[config.mk]
export PLATFORM = sky130hd
export DESIGN_NAME = load_store_unit_flat
export DESIGN_NICKNAME = d
export VERILOG_FILES = /design/src/rtl/load_store_unit_if.sv /design/src/rtl/load_store_unit.sv /design/src/flat_wrapper.sv
export SDC_FILE = /design/constraint.sdc
export NUM_CORES = 1
export LEC_CHECK = 0
export ABC_AREA = 0
export CORE_MARGIN = 5
export CORE_UTILIZATION = 35
export CTS_BUF_LIST = sky130_fd_sc_hd__clkbuf_8
export DETAILED_ROUTE_END_ITERATION = 10
export HOLD_SLACK_MARGIN = 0.1
export REMOVE_ABC_BUFFERS = 1
export SYNTH_ARGS = -nofsm -noshare
export SYNTH_HDL_FRONTEND = slang
export SYNTH_SLANG_ARGS = --single-unit
[constraint.sdc]
create_clock -name clk -period 2.45 [get_ports clk]
set_input_delay 0.49 -clock clk [delete_from_list [all_inputs] [get_ports clk]]
set_output_delay 0.49 -clock clk [all_outputs]
set_load 0.02 [all_outputs]
[src/rtl/load_store_unit_if.sv]
// load_store_unit_if: request/response handshake and word memory port of the load/store unit
interface load_store_unit_if;
    logic        req_valid;
    logic        req_ready;
    logic        req_we;
    logic [2:0]  req_funct3;
    logic [31:0] req_addr;
    logic [31:0] req_wdata;
    logic        rsp_valid;
    logic [31:0] rsp_rdata;
    logic        rsp_err;
    logic [31:0] mem_addr;
    logic [31:0] mem_wdata;
    logic        mem_we;
    logic [31:0] mem_rdata;

    modport master (
        output req_valid, req_we, req_funct3, req_addr, req_wdata, mem_rdata,
        input  req_ready, rsp_valid, rsp_rdata, rsp_err, mem_addr, mem_wdata, mem_we
    );

    modport slave (
        input  req_valid, req_we, req_funct3, req_addr, req_wdata, mem_rdata,
        output req_ready, rsp_valid, rsp_rdata, rsp_err, mem_addr, mem_wdata, mem_we
    );
endinterface

[src/rtl/load_store_unit.sv]
// load_store_unit: byte-lane loads/stores over a word-only memory, with read-modify-write and split spanning accesses
module load_store_unit (
    input  logic              clk,
    input  logic              rst,
    load_store_unit_if.slave  bus
);
    typedef enum logic [2:0] {IDLE, RD0, RD1, WR0, WR1, RESP} state_t;

    state_t      state_q, state_d;
    logic        we_q, span_q, err_q;
    logic [2:0]  funct3_q, size_q;
    logic [1:0]  off_q;
    logic [29:0] w0_q, w1;
    logic [31:0] wdata_q, lo_q, hi_q;

    logic        accept, req_ok, req_span;
    logic [2:0]  req_size;
    logic [3:0]  ones;
    logic [7:0]  byte_mask;
    logic [63:0] bit_mask, data_w, buf_w, merged;
    logic [31:0] v, load_v;

    assign accept   = bus.req_valid && state_q == IDLE;
    assign req_ok   = bus.req_we ? bus.req_funct3 <= 3'd2 : bus.req_funct3 != 3'd3 && bus.req_funct3 < 3'd6;
    assign req_size = bus.req_funct3[1:0] == 2'd0 ? 3'd1 : bus.req_funct3[1:0] == 2'd1 ? 3'd2 : 3'd4;
    assign req_span = {1'b0, bus.req_addr[1:0]} + req_size > 3'd4;

    // Request latch, FSM state and read buffers
    always_ff @(posedge clk) begin
        if (!rst) begin
            state_q  <= IDLE;
            we_q     <= 1'b0;
            span_q   <= 1'b0;
            err_q    <= 1'b0;
            funct3_q <= 3'd0;
            size_q   <= 3'd0;
            off_q    <= 2'd0;
            w0_q     <= 30'd0;
            wdata_q  <= 32'd0;
            lo_q     <= 32'd0;
            hi_q     <= 32'd0;
        end else begin
            state_q <= state_d;
            if (accept) begin
                we_q     <= bus.req_we;
                span_q   <= req_span;
                err_q    <= !req_ok;
                funct3_q <= bus.req_funct3;
                size_q   <= req_size;
                off_q    <= bus.req_addr[1:0];
                w0_q     <= bus.req_addr[31:2];
                wdata_q  <= bus.req_wdata;
            end
            if (state_q == RD0) lo_q <= bus.mem_rdata;
            if (state_q == RD1) hi_q <= bus.mem_rdata;
        end
    end

    // Next-state sequencing of the word accesses
    always_comb begin
        state_d = state_q;
        case (state_q)
            IDLE: if (accept) state_d = !req_ok ? RESP :
                                        (bus.req_we && bus.req_funct3 == 3'd2 && bus.req_addr[1:0] == 2'd0) ? WR0 : RD0;
            RD0:  state_d = span_q ? RD1 : we_q ? WR0 : RESP;
            RD1:  state_d = we_q ? WR0 : RESP;
            WR0:  state_d = span_q ? WR1 : RESP;
            WR1:  state_d = RESP;
            RESP: state_d = IDLE;
            default: state_d = IDLE;
        endcase
    end

    assign w1        = w0_q + 30'd1;
    assign ones      = size_q == 3'd1 ? 4'b0001 : size_q == 3'd2 ? 4'b0011 : 4'b1111;
    assign byte_mask = {4'b0000, ones} << off_q;
    assign data_w    = {32'd0, wdata_q} << {off_q, 3'b000};
    assign buf_w     = {hi_q, lo_q};

    // Expand the byte-lane mask to a bit mask over the two-word window
    always_comb begin
        bit_mask = 64'd0;
        for (int i = 0; i < 8; i++) bit_mask[8*i +: 8] = {8{byte_mask[i]}};
    end

    assign merged = (buf_w & ~bit_mask) | (data_w & bit_mask);
    assign v      = 32'(buf_w >> {off_q, 3'b000});
    assign load_v = funct3_q == 3'd0 ? {{24{v[7]}}, v[7:0]} :
                    funct3_q == 3'd1 ? {{16{v[15]}}, v[15:0]} :
                    funct3_q == 3'd4 ? {24'd0, v[7:0]} :
                    funct3_q == 3'd5 ? {16'd0, v[15:0]} : v;

    assign bus.req_ready = state_q == IDLE;
    assign bus.rsp_valid = state_q == RESP;
    assign bus.rsp_err   = state_q == RESP && err_q;
    assign bus.rsp_rdata = (state_q == RESP && !we_q && !err_q) ? load_v : 32'd0;
    assign bus.mem_addr  = (state_q == RD0 || state_q == WR0) ? {w0_q, 2'b00} :
                           (state_q == RD1 || state_q == WR1) ? {w1, 2'b00} : 32'd0;
    assign bus.mem_we    = rst && (state_q == WR0 || state_q == WR1);
    assign bus.mem_wdata = state_q == WR0 ? merged[31:0] : state_q == WR1 ? merged[63:32] : 32'd0;
endmodule

[src/flat_wrapper.sv]
// flat-port wrapper written by rule: the top's interface ports become plain ports
module load_store_unit_flat 
  (clk, rst, bus_req_valid, bus_req_we, bus_req_funct3, bus_req_addr, bus_req_wdata, bus_mem_rdata, bus_req_ready, bus_rsp_valid, bus_rsp_rdata, bus_rsp_err, bus_mem_addr, bus_mem_wdata, bus_mem_we);
  load_store_unit_if bus_i ();
  input  logic clk;
  input  logic rst;
  input wire logic [$bits(bus_i.req_valid)-1:0] bus_req_valid;
  input wire logic [$bits(bus_i.req_we)-1:0] bus_req_we;
  input wire logic [$bits(bus_i.req_funct3)-1:0] bus_req_funct3;
  input wire logic [$bits(bus_i.req_addr)-1:0] bus_req_addr;
  input wire logic [$bits(bus_i.req_wdata)-1:0] bus_req_wdata;
  input wire logic [$bits(bus_i.mem_rdata)-1:0] bus_mem_rdata;
  output wire logic [$bits(bus_i.req_ready)-1:0] bus_req_ready;
  output wire logic [$bits(bus_i.rsp_valid)-1:0] bus_rsp_valid;
  output wire logic [$bits(bus_i.rsp_rdata)-1:0] bus_rsp_rdata;
  output wire logic [$bits(bus_i.rsp_err)-1:0] bus_rsp_err;
  output wire logic [$bits(bus_i.mem_addr)-1:0] bus_mem_addr;
  output wire logic [$bits(bus_i.mem_wdata)-1:0] bus_mem_wdata;
  output wire logic [$bits(bus_i.mem_we)-1:0] bus_mem_we;
  assign bus_i.req_valid = bus_req_valid;
  assign bus_i.req_we = bus_req_we;
  assign bus_i.req_funct3 = bus_req_funct3;
  assign bus_i.req_addr = bus_req_addr;
  assign bus_i.req_wdata = bus_req_wdata;
  assign bus_i.mem_rdata = bus_mem_rdata;
  assign bus_req_ready = bus_i.req_ready;
  assign bus_rsp_valid = bus_i.rsp_valid;
  assign bus_rsp_rdata = bus_i.rsp_rdata;
  assign bus_rsp_err = bus_i.rsp_err;
  assign bus_mem_addr = bus_i.mem_addr;
  assign bus_mem_wdata = bus_i.mem_wdata;
  assign bus_mem_we = bus_i.mem_we;
  load_store_unit u_core (.clk(clk), .rst(rst), .bus(bus_i));
endmodule
==> results of run 1 <==
==> state kept, by name (all words and copies together), names as in the netlist <==
signal and flops:
u_core.w0_q 30, u_core.funct3_q 3, u_core.err_q 1, u_core.off_q 2, u_core.wdata_q 32, u_core.hi_q 32, u_core.size_q 3, u_core.lo_q 32
u_core.span_q 1, u_core.we_q 1, u_core.state_q 3
==> layout make-up <==
cell class	instances	share of cell area (%)
timing repair buffer	434	30.04
tap	330	2.815
clock buffer	17	1.595
inverter	14	0.3583
sequential	140	19.43
clock inverter	12	1.356
multi-input combinational	890	44.40
==> metrics by stage <==
stage | cells | util (%) | TNS [ps] | setup WS [ps] | area (µm²)
6_report | 1837 | 58.08 | -12590 | -293.4 | 14670
5_1_grt | 1837 | 58.08 | -20490 | -371.5 | 14670
4_1_cts | 1806 | 55.02 | -12890 | -359.3 | 13890
3_5_place_dp | 1700 | 48.14 | -18520 | -415.5 | 12160
3_3_place_gp | 1700 | 48.14 | -18090 | -390.6 | 12160
2_1_floorplan | 1043 | - | -142690 | -1944 | 8584
==> cell families after synthesis <==
logic type,after synthesis
compound gates,276
xor+xnor,19
fa+ha+maj,3
buf+inv,108
flops,140
mux,114
other cells,1
simple gates,475
==> worst paths after layout <==
path | cells after the start | slack [ps] | start | end
setup reg to reg | 5 | 460 | u_core.state_q[0] | u_core.lo_q[3]
hold reg to reg | 2 | 470 | u_core.hi_q[30] | u_core.hi_q[30]
hold / removal | 2 | 340 | rst | u_core.wdata_q[27]
setup / recovery | 6 | -290 | u_core.w0_q[0] | bus_mem_addr[31]
==> power by group <==
part	leakage [nW]	switching, mW	total [mW]	internal (mW)
clock network	0.223	0.960	2.16	1.20
registers	1.15	0.298	2.86	2.56
logic	4.34	2.17	4.26	2.09
total	5.72	3.43	9.28	5.85
==> timing repair <==
item	4_1_cts	5_1_grt
gates resized for setup	662	153
cloned	7	0
pin swaps	56	68
buffers inserted	73	35
setup endpoints to repair	95	92
==> cell usage in the layout, fill, tap and decap left out, types with 10 or more instances in the layout <==
| cell | Yosys | layout |
|---|---|---|
| mux2i_1 | 68 | 56 |
| inv_1 | 14 | 15 |
| dfxtp_2 | 0 | 20 |
| clkbuf_8 | 0 | 17 |
| a21oi_2 | 0 | 20 |
| o21ai_2 | 0 | 10 |
| o21ai_0 | 35 | 12 |
| mux4_2 | 29 | 29 |
| nand3_1 | 15 | 11 |
| o21ai_1 | 1 | 14 |
| nand2_1 | 336 | 327 |
| buf_6 | 1 | 85 |
| a21boi_0 | 136 | 135 |
| nor2_1 | 36 | 30 |
| clkdlybuf4s50_1 | 0 | 103 |
| o22ai_1 | 27 | 22 |
| nor2b_4 | 0 | 10 |
| mux2_2 | 17 | 11 |
| buf_12 | 0 | 33 |
| xnor2_1 | 15 | 14 |
| a21oi_1 | 42 | 17 |
| dfxtp_1 | 140 | 114 |
| buf_4 | 3 | 187 |
==> per-layer routing <==
layer | global-route usage (%) | share of wire, % | vias to the layer above
met5 | 0 | 0.035 | -
met4 | 8.785 | 3.5 | 2
met3 | 5.110 | 8.4 | 89
met2 | 39.10 | 47 | 525
met1 | 31.88 | 41 | 4824
li1 | - | - | 4668
==> impl_metrics.json, run 1 <==
{
  "wl_per_cell_um": 20.14,
  "holdCritPathClass": "in2reg",
  "fmax_mhz": 364.5,
  "p_leak_nw": 5.716,
  "die-area_um2": 28980,
  "cp-end-kind": "primary output",
  "firstDrtPassIters": 5,
  "maxCapViolations": 0,
  "drc": 0,
  "start_util_pct": 35.58,
  "multi_input_area_um2": 6513,
  "drive_gt1_share_pct": 37.62,
  "gp_congestion": 0.9409,
  "crit_path_start_kind": "register",
  "yosys.area.top_type_share_pct": 31.19,
  "worstSetupPathType": "reg2out",
  "via_per_inst": 5.502,
  "cts.clk_slew.worst_paths_ps": 90,
  "ir_drop_mv": 0.4039,
  "holdWs_ps": 337.4,
  "fill_cells": 2176,
  "path_delay_family": "simple AND/OR/NAND/NOR gates",
  "diodes": 0,
  "seq_area_um2": 2850,
  "ys.warnings.count": 0,
  "synth_most_common_cell": "nand2_1",
  "synthMuxAreaShare_pct": 16.97,
  "core_um2": 25250,
  "avgSynthCellArea_um2": 7.910,
  "worstPathArrival_ps": 2250,
  "critPathRequiredTime_ps": 1960,
  "io-pin-count": 203,
  "slowest_delay_ps": 530,
  "die_height_um": 170.2,
  "ys_types": 64,
  "overflow": 0,
  "netlist_instances": 1136,
  "synth_xor_area_share_pct": 1.852,
  "ys.flop_type": "dfxtp_1",
  "place.port_buffers": 200,
  "period_minus_slack_ps": 2743,
  "cts_tree": "built",
  "cp_num_buf_inv": 1,
  "p_per_area_nw_per_um2": 632.9,
  "yosys.area.top_type": "dfxtp_1",
  "grt_usage_pct": 24.16,
  "rsz0062_at_grt": "yes",
  "fin_total_pwr_mw": 9.283,
  "cts_sinks": 140,
  "setup_viol": 78,
  "syn_to_final_growth_pct": 63.21,
  "clockRootBuffer": "clkbuf_8",
  "grt_pass1_vias": 9970,
  "ys_ff_latch": 140,
  "clock_latency_ps": 460,
  "cts_inserted_buffers": 17,
  "path_max_fanout": 3,
  "worst_slew_pin_slew_ps": 968.2,
  "cts_hold_buf": 0,
  "fin_nets": 1603,
  "ys_top_cells_by_area": "dfxtp_1 31%, nand2_1 14%, a21boi_0 11%",
  "period_share_pct": 112.0,
  "ys_top_cells_by_count": "336 x nand2_1, 140 x dfxtp_1, 136 x a21boi_0",
  "htree_levels": 4,
  "dp_hpwl_um": 23380,
  "drv_slew": 0,
  "rows": 58,
  "antenna_found_initial": 1,
  "die_x_um": 170.2,
  "status": "finished, violations left",
  "layout_setup_ws_ps": -293.4,
  "cp_cell_sequence": "and4_1, nand3_2, or2_4, or4_4, a21oi_2, buf_6",
  "first_iter_violations": 1022,
  "violations": "setup timing",
  "synth_top_family_by_area": "simple AND/OR/NAND/NOR gates",
  "cpMaxStageDelayCell": "or4_4",
  "synthArstFlopShare_pct": 0,
  "clockBufferDepth": 2,
  "grt_first_pass_wirelength_um": 55480,
  "via_count": 10110,
  "skew_ps": 19.77,
  "hold_viol_final": 0,
  "synth_simple_gate_area_share_pct": 23.48,
  "synth_adder_area_share_pct": 0.5013,
  "synth_compound_area_share_pct": 20.87,
  "synth_edf_count": 0,
  "ys_seq_area_share_pct": 31.19,
  "slew-limit-headroom_pct": 35.45,
  "ant_nets": 0,
  "drt_wl_total_um": 37000,
  "syn_area_um2": 8986,
  "grt_max_degree": 136
}
No activity file was read; power rests on OpenSTA's default activity.
==> inputs of run 2 (changes only) <==
--- a/config.mk
+++ b/config.mk
@@ -5,7 +5,7 @@
 export SDC_FILE = /design/constraint.sdc
 export NUM_CORES = 1
 export LEC_CHECK = 0
-export ABC_AREA = 0
+export ABC_AREA = 1
 export CORE_MARGIN = 5
 export CORE_UTILIZATION = 35
 export CTS_BUF_LIST = sky130_fd_sc_hd__clkbuf_8
==> impl_metrics.json, run 2 <==
{
  "status": "finished, violations left",
  "violations": "setup timing",
  "syn_area_um2": 8966,
  "grt_first_pass_wirelength_um": 55680,
  "grt_pass1_vias": 9960,
  "die-area_um2": 28920,
  "ys_top_cells_by_count": "502 x nand2_1, 180 x a21oi_1, 147 x inv_1",
  "drive_gt1_share_pct": 24.30,
  "grt_usage_pct": 24.47,
  "ys.warnings.count": 0,
  "place.port_buffers": 200,
  "cp_cell_sequence": "buf_12, o211ai_1, nand3b_1, buf_6, buf_6, nand2_4, a21oi_2, buf_4",
  "fin_nets": 1883,
  "critPathRequiredTime_ps": 1960,
  "path_max_fanout": 7,
  "internal-power_mw": 5.256,
  "first_iter_violations": 838,
  "clock_power_share_pct": 21.9,
  "worstPathArrival_ps": 2060,
  "drv_slew": 0,
  "crit_path_start_kind": "register",
  "grt_max_degree": 123,
  "core_um2": 25180,
  "netlist_instances": 1525,
  "wl_per_cell_um": 17.56,
  "cts_hold_buf": 0,
  "maxCapViolations": 0,
  "setup_viol": 17,
  "synth_compound_area_share_pct": 24.60,
  "skew_ps": 13.71,
  "synth_xor_area_share_pct": 0.7815,
  "fin_total_pwr_mw": 9.230,
  "period_minus_slack_ps": 2552,
  "p_leak_nw": 5.780,
  "fin_util_pct": 52.43,
  "switchingPower_mw": 3.974,
  "p_per_area_nw_per_um2": 699.1,
  "clock_latency_ps": 450,
  "ys_top_cells_by_area": "dfxtp_1 31%, nand2_1 21%, a21oi_1 10%",
  "cts.clk_slew.worst_paths_ps": 90,
  "synth_simple_gate_area_share_pct": 31.54,
  "ys.flop_type": "dfxtp_1",
  "ant_nets": 0,
  "yosys.area.top_type": "dfxtp_1",
  "final_common_cell": "nand2_1",
  "avgSynthCellArea_um2": 5.879,
  "firstDrtPassIters": 6,
  "synth_most_common_cell": "nand2_1",
  "final_cell_mix": "450 x nand2_1, 170 x a21oi_1, 138 x inv_1",
  "rsz0062_at_grt": "yes",
  "die_x_um": 170.1,
  "fmax_mhz": 391.8,
  "slew-limit-headroom_pct": 52.35,
  "synth_edf_count": 0,
  "drc": 0,
  "holdCritPathClass": "reg2reg",
  "synthMuxAreaShare_pct": 0,
  "rows": 58,
  "layout_setup_ws_ps": -102.2,
  "period_share_pct": 104.2,
  "worst_slew_pin_slew_ps": 714.7,
  "gp_congestion": 0.9185,
  "synth_adder_area_share_pct": 0.5024,
  "die_height_um": 170.1,
  "sw_frac_of_total_pct": 43.05,
  "synth_top_family_by_area": "simple AND/OR/NAND/NOR gates",
  "yosys.area.top_type_share_pct": 31.26,
  "cts_sinks": 140,
  "p_seq_share_pct": 31.1,
  "via_per_inst": 5.240,
  "ys_ff_latch": 140,
  "htree_levels": 4,
  "cp_num_buf_inv": 4,
  "hold_viol_final": 0,
  "syn_to_final_growth_pct": 47.25,
  "slowest_delay_ps": 380,
  "clockBufferDepth": 2,
  "cp-end-kind": "primary output",
  "io-pin-count": 203,
  "cts_tree": "built",
  "holdWs_ps": 448.0,
  "cpMaxStageDelayCell": "dfxtp_4",
  "synthArstFlopShare_pct": 0,
  "drt_wl_total_um": 37240,
  "ys_seq_area_share_pct": 31.26,
  "ir_drop_mv": 0.3675,
  "overflow": 0,
  "path_delay_family": "buffers and inverters",
  "antenna_found_initial": 1,
  "comb_power_share_pct": 47.0,
  "start_util_pct": 35.61,
  "via_count": 11110,
  "dp_hpwl_um": 25870,
  "dp_slack_ps": -73.52,
  "clockRootBuffer": "clkbuf_8",
  "worstSetupPathType": "reg2out",
  "critPathMostFrequentCell": "buf_6",
  "ys_types": 33,
  "cts_inserted_buffers": 17,
  "top_regs": "u_core.hi_q: 32 flops, u_core.lo_q: 32 flops, u_core.wdata_q: 32 flops"
}
## run 2: through the flow
stage / std cells / TNS (ps) / instance area [µm²]
after floorplan: 1435 / -154810 / 8559
after global placement: 2066 / -123.6 / 11980
after detailed placement: 2066 / -141.2 / 11980
after CTS: 2104 / -267.4 / 12450
after global routing: 2121 / -4362 / 13200
final: 2121 / -1117 / 13200
## run 2: path summary, 6_finish.rpt
kind	startpoint	end	slack, ps	cells past startpoint
setup / recovery	u_core.off_q[0]	bus_rsp_rdata[18]	-100	8
hold / removal	u_core.hi_q[29]	u_core.hi_q[29]	450	2
setup reg to reg	u_core.state_q[1]	u_core.wdata_q[8]	680	8
hold reg to reg	u_core.hi_q[29]	u_core.hi_q[29]	450	2
## run 2: cell families (layout without fill, tap and decap cells)
| group | Yosys count | in the layout |
|---|---|---|
| DFF | 140 | 140 |
| xor gates and xnor gates | 8 | 8 |
| and+or+nand+nor | 707 | 707 |
| AOI/OAI and AO/OA | 415 | 415 |
| other | 1 | 3 |
| buffers and inverters | 251 | 515 |
| adders and majority gates | 3 | 3 |
## run 2: power groups by stage
stage | Combinational, mW | Sequential [mW] | Clock, mW
floorplan | 2.02 | 2.87 | 0
global placement | 3.80 | 2.85 | 0
detailed placement | 3.83 | 2.86 | 0
CTS | 3.96 | 2.83 | 2.06
global route | 4.71 | 2.90 | 2.15
finish | 4.34 | 2.87 | 2.02
## run 2: timing repair
item | 4_1_cts | 5_1_grt
buffers inserted | 2 | 14
pin swaps | 2 | 46
gates cloned | 4 | 3
setup endpoints to repair | 95 | 95
endpoints found under the hold margin | 0 | 0
resized for setup | 447 | 276
## run 2: layout make-up
| type | count | area, µm² |
|---|---|---|
| sequential | 140 | 2859 |
| multi-input combinational | 1135 | 5710 |
| tap | 330 | 412.9 |
| clock inverter | 13 | 152.6 |
| timing repair buffer | 323 | 3174 |
| inverter | 160 | 629.4 |
| fill | 2564 | 11980 |
| clock buffer | 19 | 261.5 |
| antenna | 1 | 2.502 |
## run 2: metal layers
layer  part of all wire, %  GRT usage (%)
met5                     0              0
met4                   2.3          7.118
met3                   7.5          3.972
met2                    46          38.91
met1                    45          34.30
## run 2: worst min-delay path, delay by kind of cell (launching register included)
| family | cells | cell delay, ps |
|---|---|---|
| flops | 1 | 320 |
| compound gates | 1 | 50 |
| buf+inv | 1 | 50 |
